File: src/rtl/seg_pkg.sv
// Shared constants for the seven-segment scan driver: digit limit, hex font
// (active-low, g..a in bits [6:0]) and the all-off glyph.
package seg_pkg;

  localparam int SEG_MAX_DIGITS = 8;

  localparam logic [6:0] SEG_BLANK = 7'h7F;

  localparam logic [6:0] SEG_FONT [0:15] = '{
    7'h40, 7'h79, 7'h24, 7'h30, 7'h19, 7'h12, 7'h02, 7'h78,
    7'h00, 7'h10, 7'h08, 7'h03, 7'h46, 7'h21, 7'h06, 7'h0E
  };

endpackage

File: src/rtl/seg_hex_font.sv
// Combinational nibble -> active-low segment lookup.
module seg_hex_font
  import seg_pkg::*;
(
  input  logic [3:0] nib,
  output logic [6:0] seg
);

  assign seg = SEG_FONT[nib];

endmodule

File: src/rtl/adpt_seg_scan.sv
// Multiplexed 8-digit seven-segment scanner with frame-aligned value swap.
// Optional leading-zero blanking when SEG_LZB_EN is defined.
module adpt_seg_scan
  import seg_pkg::*;
#(
  parameter int CLK_DIV = 50000,
  parameter int DIGITS  = 8
) (
  input  logic        clk,
  input  logic        rst,
  input  logic        load,
  input  logic [31:0] value,
  input  logic [7:0]  dp_mask,
  output logic [7:0]  an_n,
  output logic [6:0]  seg_n,
  output logic        dp_n,
  output logic        frame_done
);

  localparam int DW = (CLK_DIV > 2) ? $clog2(CLK_DIV) : 1;

  logic [DW-1:0] div, div_nx;
  logic [2:0]    idx, idx_nx;
  logic [31:0]   act_val, act_val_nx, pend_val;
  logic [7:0]    act_dp, act_dp_nx, pend_dp;
  logic          pend_vld;
  logic          div_wrap, idx_wrap, boundary;
  logic [3:0]    nib;
  logic [6:0]    font_seg;
  logic          blank;

  always_comb begin
    div_wrap = (div == DW'(CLK_DIV - 1));
    idx_wrap = (idx == 3'(DIGITS - 1));
    boundary = div_wrap && idx_wrap;
    div_nx   = div_wrap ? '0 : div + 1'b1;
    idx_nx   = idx;
    if (div_wrap) idx_nx = idx_wrap ? 3'd0 : idx + 3'd1;

    // A load landing on the boundary bypasses the pending slot entirely.
    act_val_nx = act_val;
    act_dp_nx  = act_dp;
    if (boundary && load) begin
      act_val_nx = value;
      act_dp_nx  = dp_mask;
    end else if (boundary && pend_vld) begin
      act_val_nx = pend_val;
      act_dp_nx  = pend_dp;
    end

    nib = act_val_nx[{idx_nx, 2'b00} +: 4];
  end

`ifdef SEG_LZB_EN
  always_comb begin
    logic hi_zero;
    blank   = 1'b0;
    hi_zero = 1'b1;
    for (int k = SEG_MAX_DIGITS - 1; k >= 1; k--) begin
      hi_zero = hi_zero && (act_val_nx[4*k +: 4] == 4'h0);
      if (idx_nx == 3'(k) && hi_zero) blank = 1'b1;
    end
  end
`else
  assign blank = 1'b0;
`endif

  seg_hex_font u_font (
    .nib (nib),
    .seg (font_seg)
  );

  always_ff @(posedge clk) begin
    if (rst) begin
      div        <= '0;
      idx        <= '0;
      act_val    <= '0;
      act_dp     <= '0;
      pend_val   <= '0;
      pend_dp    <= '0;
      pend_vld   <= 1'b0;
      an_n       <= 8'hFF;
      seg_n      <= SEG_BLANK;
      dp_n       <= 1'b1;
      frame_done <= 1'b0;
    end else begin
      div        <= div_nx;
      idx        <= idx_nx;
      act_val    <= act_val_nx;
      act_dp     <= act_dp_nx;
      frame_done <= boundary;

      if (load && !boundary) begin
        pend_val <= value;
        pend_dp  <= dp_mask;
        pend_vld <= 1'b1;
      end else if (boundary) begin
        pend_vld <= 1'b0;
      end

      // Guard cycle at the start of every slot keeps anodes off to avoid ghosting.
      if (div_nx == '0) begin
        an_n  <= 8'hFF;
        seg_n <= SEG_BLANK;
        dp_n  <= 1'b1;
      end else begin
        an_n  <= ~(8'h01 << idx_nx);
        seg_n <= blank ? SEG_BLANK : font_seg;
        dp_n  <= ~act_dp_nx[idx_nx];
      end
    end
  end

endmodule

File: config.mk
export PLATFORM = sky130hd
export DESIGN_NAME = adpt_seg_scan
export DESIGN_NICKNAME = d
export VERILOG_FILES = /design/src/rtl/seg_pkg.sv /design/src/rtl/seg_hex_font.sv /design/src/rtl/adpt_seg_scan.sv
export SDC_FILE = /design/constraint.sdc
export NUM_CORES = 1
export LEC_CHECK = 0
export ABC_AREA = 1
export BUFFER_PORTS_ARGS = -buffer_cell sky130_fd_sc_hd__buf_2
export CORE_MARGIN = 5
export CORE_UTILIZATION = 55
export CTS_CLUSTER_DIAMETER = 100
export CTS_CLUSTER_SIZE = 30
export DETAILED_ROUTE_END_ITERATION = 8
export HOLD_SLACK_MARGIN = 0.08
export PLACE_DENSITY = 0.79
export SLEW_MARGIN = 20
export SYNTH_ARGS = -nofsm -noshare
export SYNTH_HDL_FRONTEND = slang
export SYNTH_SLANG_ARGS = --single-unit
File: constraint.sdc
create_clock -name clk -period 4.35 [get_ports clk]
set_input_delay 0.435 -clock clk [delete_from_list [all_inputs] [get_ports clk]]
set_output_delay 0.435 -clock clk [all_outputs]
set_load 0.02 [all_outputs]
=== Yosys cells after proc, flatten, opt, wreduce, memory -nomap -nowiden ===
Memories as Yosys holds them, arrays and structs flattened. A register that Yosys moved wholly into a read port is not among the register bits.
Index checks and enable logic that the tools add are counted.
Widths: inputs -> output; s select.

* Bitwise operators: 3
* Reduce and logical (&&, ||, !) cells: 8
* Order comparisons: 1
* $add $sub $neg: 2
* Muxes and demuxes: 11
* Shift operators: 2
* Equality and inequality tests: 2

{| class="wikitable"
|+ Operators by type and width
! cell !! count
|-
| $mux 32 || 2
|-
| $shiftx 32x6->4 || 1
|-
| $add 16x1->16 const B || 1
|-
| $eq 16x16->1 const B || 1
|-
| $logic_not 16->1 || 1
|-
| $mux 16 || 1
|-
| $mux 8 || 2
|-
| $not 8->8 || 1
|-
| $shl 1x3->8 const A || 1
|-
| $mux 3 || 2
|-
| $not 4->5 || 1
|-
| $logic_and 1x1->1 || 4
|-
| $lt 3x4->1 const B || 1
|-
| $add 3x1->3 const B || 1
|-
| $bmux 1 s3 || 1
|-
| $eq 3x3->1 const B || 1
|-
| $mux 1 || 3
|-
| $reduce_bool 2->1 || 1
|-
| $reduce_or 2->1 || 1
|-
| $logic_not 1->1 || 1
|-
| $not 1->1 || 1
|}

* Input bits: 43
* Memories: 1
* Memory bits (read-only): 112
* Register bits: 110
* Logic and storage cells: 40
* Output and inout port bits: 17

{| class="wikitable"
|+ Memories
! memory !! depth !! width !! read ports !! clocked after Yosys merged registers in !! write ports !! RTL line !! text
|-
| (no name shown) || 16 || 7 || 1 || 1 || 0 || seg_hex_font.sv:9 || <nowiki>assign seg = SEG_FONT[nib];</nowiki>
|}

=== Depth between registers and ports, before layout ===
* Depth after elaboration: 8
* Gate-level depth with buffers: 21
* Depth with buffers taken out: 21

=== Cells and area by module ===
Synthesis repeated with hierarchy kept, for this count alone.

* Cell total of the unflattened synthesis: 797
* Area total of the unflattened synthesis: 5577.8 um^2

{| class="wikitable"
|+ By module, submodules not included
! module !! seq. area each (um^2) !! times used !! area an instance (um^2) !! cells an instance
|-
| adpt_seg_scan || 2342.2 || 1 || 5303.8 || 748
|-
| seg_hex_font || 0.0 || 1 || 274.0 || 49
|}

=== Worst setup path after synthesis ===
Ideal clock, no wire load.

* Path type: flip-flop to flip-flop
* Start: register div[0]
* End: register seg_n[5]
* Stages on the path, launching flop included: 20
* Library setup time: 0.123 ns
* Path slack: 1.848 ns
* Clock period less this slack: 2.502 ns
* Path buffers: 1
* Data arrival time: 2.378 ns
* Required time: 4.227 ns
* Path through: dfxtp_1 > ha_1 > nand3_1 > nor2_4 > nand2_4 > nor2_4 > nand2_4 > buf_6 > or2_2 > nand3_1 > nand2_1 > inv_1 > nand2_1 > nand2_2 > inv_1 > ha_1 > nand3_1 > nand2_1 > nand2_1 > nand3_1

* Cells in the longest elaborated chain, start to end: 7
* Elaborated cells on any way between the ends: 13
* Those cells by class: add/sub (1); eq/ne (1); shift (1); mux (4); bitwise (1); reduce/logical (5)

{| class="wikitable"
|+ Ends and longest elaborated chain
! item !! RTL line !! text
|-
| start, declared || adpt_seg_scan.sv:22 || <nowiki>logic [DW-1:0] div, div_nx;</nowiki>
|-
| start signal, assigned || adpt_seg_scan.sv:87 || <nowiki>div <= div_nx;</nowiki>
|-
| $eq 16x16->1 || adpt_seg_scan.sv:33 || <nowiki>div_wrap = (div == DW'(CLK_DIV - 1));</nowiki>
|-
| $logic_and 1x1->1 || adpt_seg_scan.sv:35 || <nowiki>boundary = div_wrap && idx_wrap;</nowiki>
|-
| $logic_and 1x1->1 || adpt_seg_scan.sv:46 || <nowiki>end else if (boundary && pend_vld) begin</nowiki>
|-
| $mux 32 || adpt_seg_scan.sv:46 ||
|-
| $mux 32 || adpt_seg_scan.sv:43 || <nowiki>if (boundary && load) begin</nowiki>
|-
| $shiftx 32x6->4 || adpt_seg_scan.sv:51 || <nowiki>nib = act_val_nx[{idx_nx, 2'b00} +: 4];</nowiki>
|-
| $not 4->5 (not written as such) || seg_hex_font.sv:9 ||
|-
| end, declared || adpt_seg_scan.sv:15 || <nowiki>output logic [6:0] seg_n,</nowiki>
|}

Parallel ways exist; a longest one is shown, timed or not.
A chain may end at the register's enable or synchronous reset.

=== Worst setup path in the final report ===
Ends and elaborated chain as after synthesis.

==> metrics <==
Synth async-reset ratio 0; Vias/cell ~5.4; layout cells sized above 1 0.168; number of synthesized register bits roughly 120; Starting Density 0.557; DR vias around 5,400; CP required about 4.8 ns; final period utilization 0.783; Synth warnings 0; cells after synthesis 805; Clock Power Share 0.527; Primary FF master, synth dfxtp_1; FF-to-FF path depth 18; Port Buffers between 50 and 60; total grt overflow 0; setup_tns 0 ns; Antenna Cells 0; Rel. slew slack 0.492; DRC 0; depth of the CTS H-tree 4; Unique masters post-synth 38; final max-slew violation count 0; RSZ-0062 raised after global routing false; Reg clk slew, reported paths around 0.060 ns; routed len/inst 14.5 um; clk buf depth 2; f_max roughly 300 MHz; syn avg cell area 7.04 um^2; largest net degree at the start of global routing between 60 and 70; post-CTS sizing 0; GRT Overall Usage 0.234; Pre-Repair DR Iteration Count 5; number of global-route vias before repair slightly above 5,000; Max Cap Violations 0; Critical path origin div[0]$_SDFF_PP0_; clk sinks ~120; area grow syn2layout 15.3%; sequential share of power 0.428; Root Buffer clkbuf_8; register area share after synthesis 0.413; Post-synth EDFFs 0; Power per Cell Area about 400 mW/mm^2; hold buffer count at cts 0; Netlist Area Pre-Place between 0.005 and 0.006 mm^2; NetSw roughly 0.00057 W; Tot Pwr approximately 0.0026 W; drt total wl about 14,000 um; # IOs 60; Setup Buffers After CTS 0; syn nets roughly 860; Worst Skew between 0.008 and 0.009 ns; final worst setup slack 0.943 ns; Startpoint Class flop; Min-Delay Path Class in2reg; die width 112 um; multi-input gate area in the final layout between 0.002 and 0.003 mm^2; Routability Congestion between 0.8 and 0.9; DPL Wire Length 9230 um; worst setup path category reg2reg; CP endpoint kind flop; endpoints failing hold 0; Pint between 0.002 and 0.0025 W; total CTS buffers 17; CTS tree built; Peak supply drop 0.248 mV; fillcell total 894; Static Leak around 2.9 nW; Worst Tran Pin Value between 0.7 and 0.8 ns; R2R setup slack between 0.9 and 1 ns; Setup Slack @ Placement 1.00 ns; Rows 37; Final ANT Viol Nets 0; Initial DRC Count approximately 430; core area a little over 0.01 mm^2; RR Endpoint seg_n[5]$_SDFF_PP1_; Sw Ratio 0.217; Arr. time, crit path around 3.8 ns; worst skew pair latency about 0.53 ns; critical path peak fanout between 60 and 70; Setup-failing EPs final 0; RR Startpoint div[0]$_SDFF_PP0_; die height ~110 um; Final Critical Period 3.41 ns; first-pass GRT wire length 23,700 um; initial antenna violation count 0; register area between 0.002 and 0.0025 mm^2; status complete, no violations; combinational fraction of design power 0.046; nets 899; CP endpoint seg_n[5]$_SDFF_PP1_; Die ar. 0.0124 mm^2
synthesized netlist by cell type (2+ instances only):
library cell / count / share of area
o21ai_1: 3 / 0.0026
buf_4: 3 / 0.0040
buf_6: 6 / 0.012
a21oi_1: 19 / 0.017
nor2_2: 5 / 0.0055
nor2_1: 147 / 0.097
o21ai_0: 46 / 0.041
inv_1: 46 / 0.030
nand3_1: 113 / 0.10
or2_1: 11 / 0.012
ha_1: 9 / 0.020
nand2_4: 4 / 0.0079
buf_2: 8 / 0.0071
xor2_1: 4 / 0.0062
nor3_1: 3 / 0.0026
inv_2: 5 / 0.0033
dfxtp_1: 117 / 0.41
nand2_2: 8 / 0.0088
nand2_1: 166 / 0.11
o21ai_4: 2 / 0.0057
a31o_2: 2 / 0.0031
or2_0: 2 / 0.0022
or2_2: 14 / 0.015
clkbuf_1: 22 / 0.015
nor2_4: 8 / 0.016
clkinv_1: 2 / 0.0013
nand4_1: 11 / 0.012
o211ai_1: 9 / 0.012
sequential cells by signal (all words and copies together), names as in the netlist:
signal / cells
act_val: 32
pend_val: 32
div: 16
act_dp: 8
an_n: 8
pend_dp: 8
seg_n: 7
idx: 3
dp_n: 1
frame_done: 1
pend_vld: 1
final cells by class:
type	instances	area share
multi-input cells	594	0.444
flip-flops and latches	117	0.358
clock buffers	23	0.0714
repair buffers	63	0.0498
inverters	54	0.0314
well taps	136	0.0260
clock inverters	8	0.0189
critical path, cell delays in order, from the launching register on:
cell     delay (ns)
dfxtp_1        0.35
ha_1           0.22
nand3_1        0.14
nor2_4         0.18
nand2_4        0.17
nor2_4         0.32
nand2_4        0.43
or2_1          0.38
nand3_1        0.09
nand2_1        0.07
nor2_1         0.11
nand2_1        0.07
nand2_2        0.11
inv_1          0.09
ha_1           0.22
nand3_1        0.13
nand2_1        0.07
nand2_1        0.05
nand3_1        0.06
worst min path at each step:
stage / start / end / depth (start not counted)
floorplan: pend_val[11]$_SDFFE_PP0P_ / pend_val[11]$_SDFFE_PP0P_ / 2
global placement: pend_val[11]$_SDFFE_PP0P_ / pend_val[11]$_SDFFE_PP0P_ / 2
detailed placement: pend_val[11]$_SDFFE_PP0P_ / pend_val[11]$_SDFFE_PP0P_ / 2
CTS: value[27] / pend_val[27]$_SDFFE_PP0P_ / 3
global route: value[26] / pend_val[26]$_SDFFE_PP0P_ / 3
finish: value[27] / pend_val[27]$_SDFFE_PP0P_ / 3
cell families after synthesis:
family,after synthesis,share of synthesized area
compound gates,84,0.0845
buf+inv,94,0.0744
fa+ha+maj,9,0.0199
xor+xnor,5,0.00773
flops,117,0.413
simple gates,496,0.400
power groups by stage:
stage	Sequential (W)	Clock [W]	Combinational (W)
2_1_floorplan	0.00115	0	0.0000656
3_3_place_gp	0.00115	0	0.000118
3_5_place_dp	0.00115	0	0.000120
4_1_cts	0.00113	0.00140	0.000121
5_1_grt	0.00113	0.00147	0.000136
6_report	0.00113	0.00139	0.000121
layer usage:
metal	routed length, um	vias to the layer above	track usage
met5	0	-	0
met1	6140	2492	0.281
li1	-	2679	-
met3	986	37	0.0641
met2	6970	199	0.386
met4	368	0	0.112
through the flow:
step                      utilization  instance area (um^2)  cells  hold WS (ns)
after floorplan                     -                  5670    805         0.430
after global placement          0.584                  5950    964         0.446
after detailed placement        0.584                  5950    964         0.453
after CTS                       0.642                  6540    995         0.152
after global routing            0.642                  6540    995         0.175
final                           0.642                  6540    995         0.164
cells in the final DEF (no fill, tap or decap), drive strengths merged, types with 2 or more instances in the layout:
master	netlist	final
a21oi	19	19
a31o	2	2
buf	18	63
bufinv	0	3
clkbuf	22	23
clkinv	2	5
clkinvlp	0	2
dfxtp	117	117
ha	9	9
inv	52	52
nand2	178	178
nand3	114	114
nand3b	2	2
nand4	12	12
nor2	160	160
nor3	3	3
o211ai	9	9
o21ai	51	51
or2	27	27
xor2	4	4
Note: power is estimated with default switching activity, not from simulation.
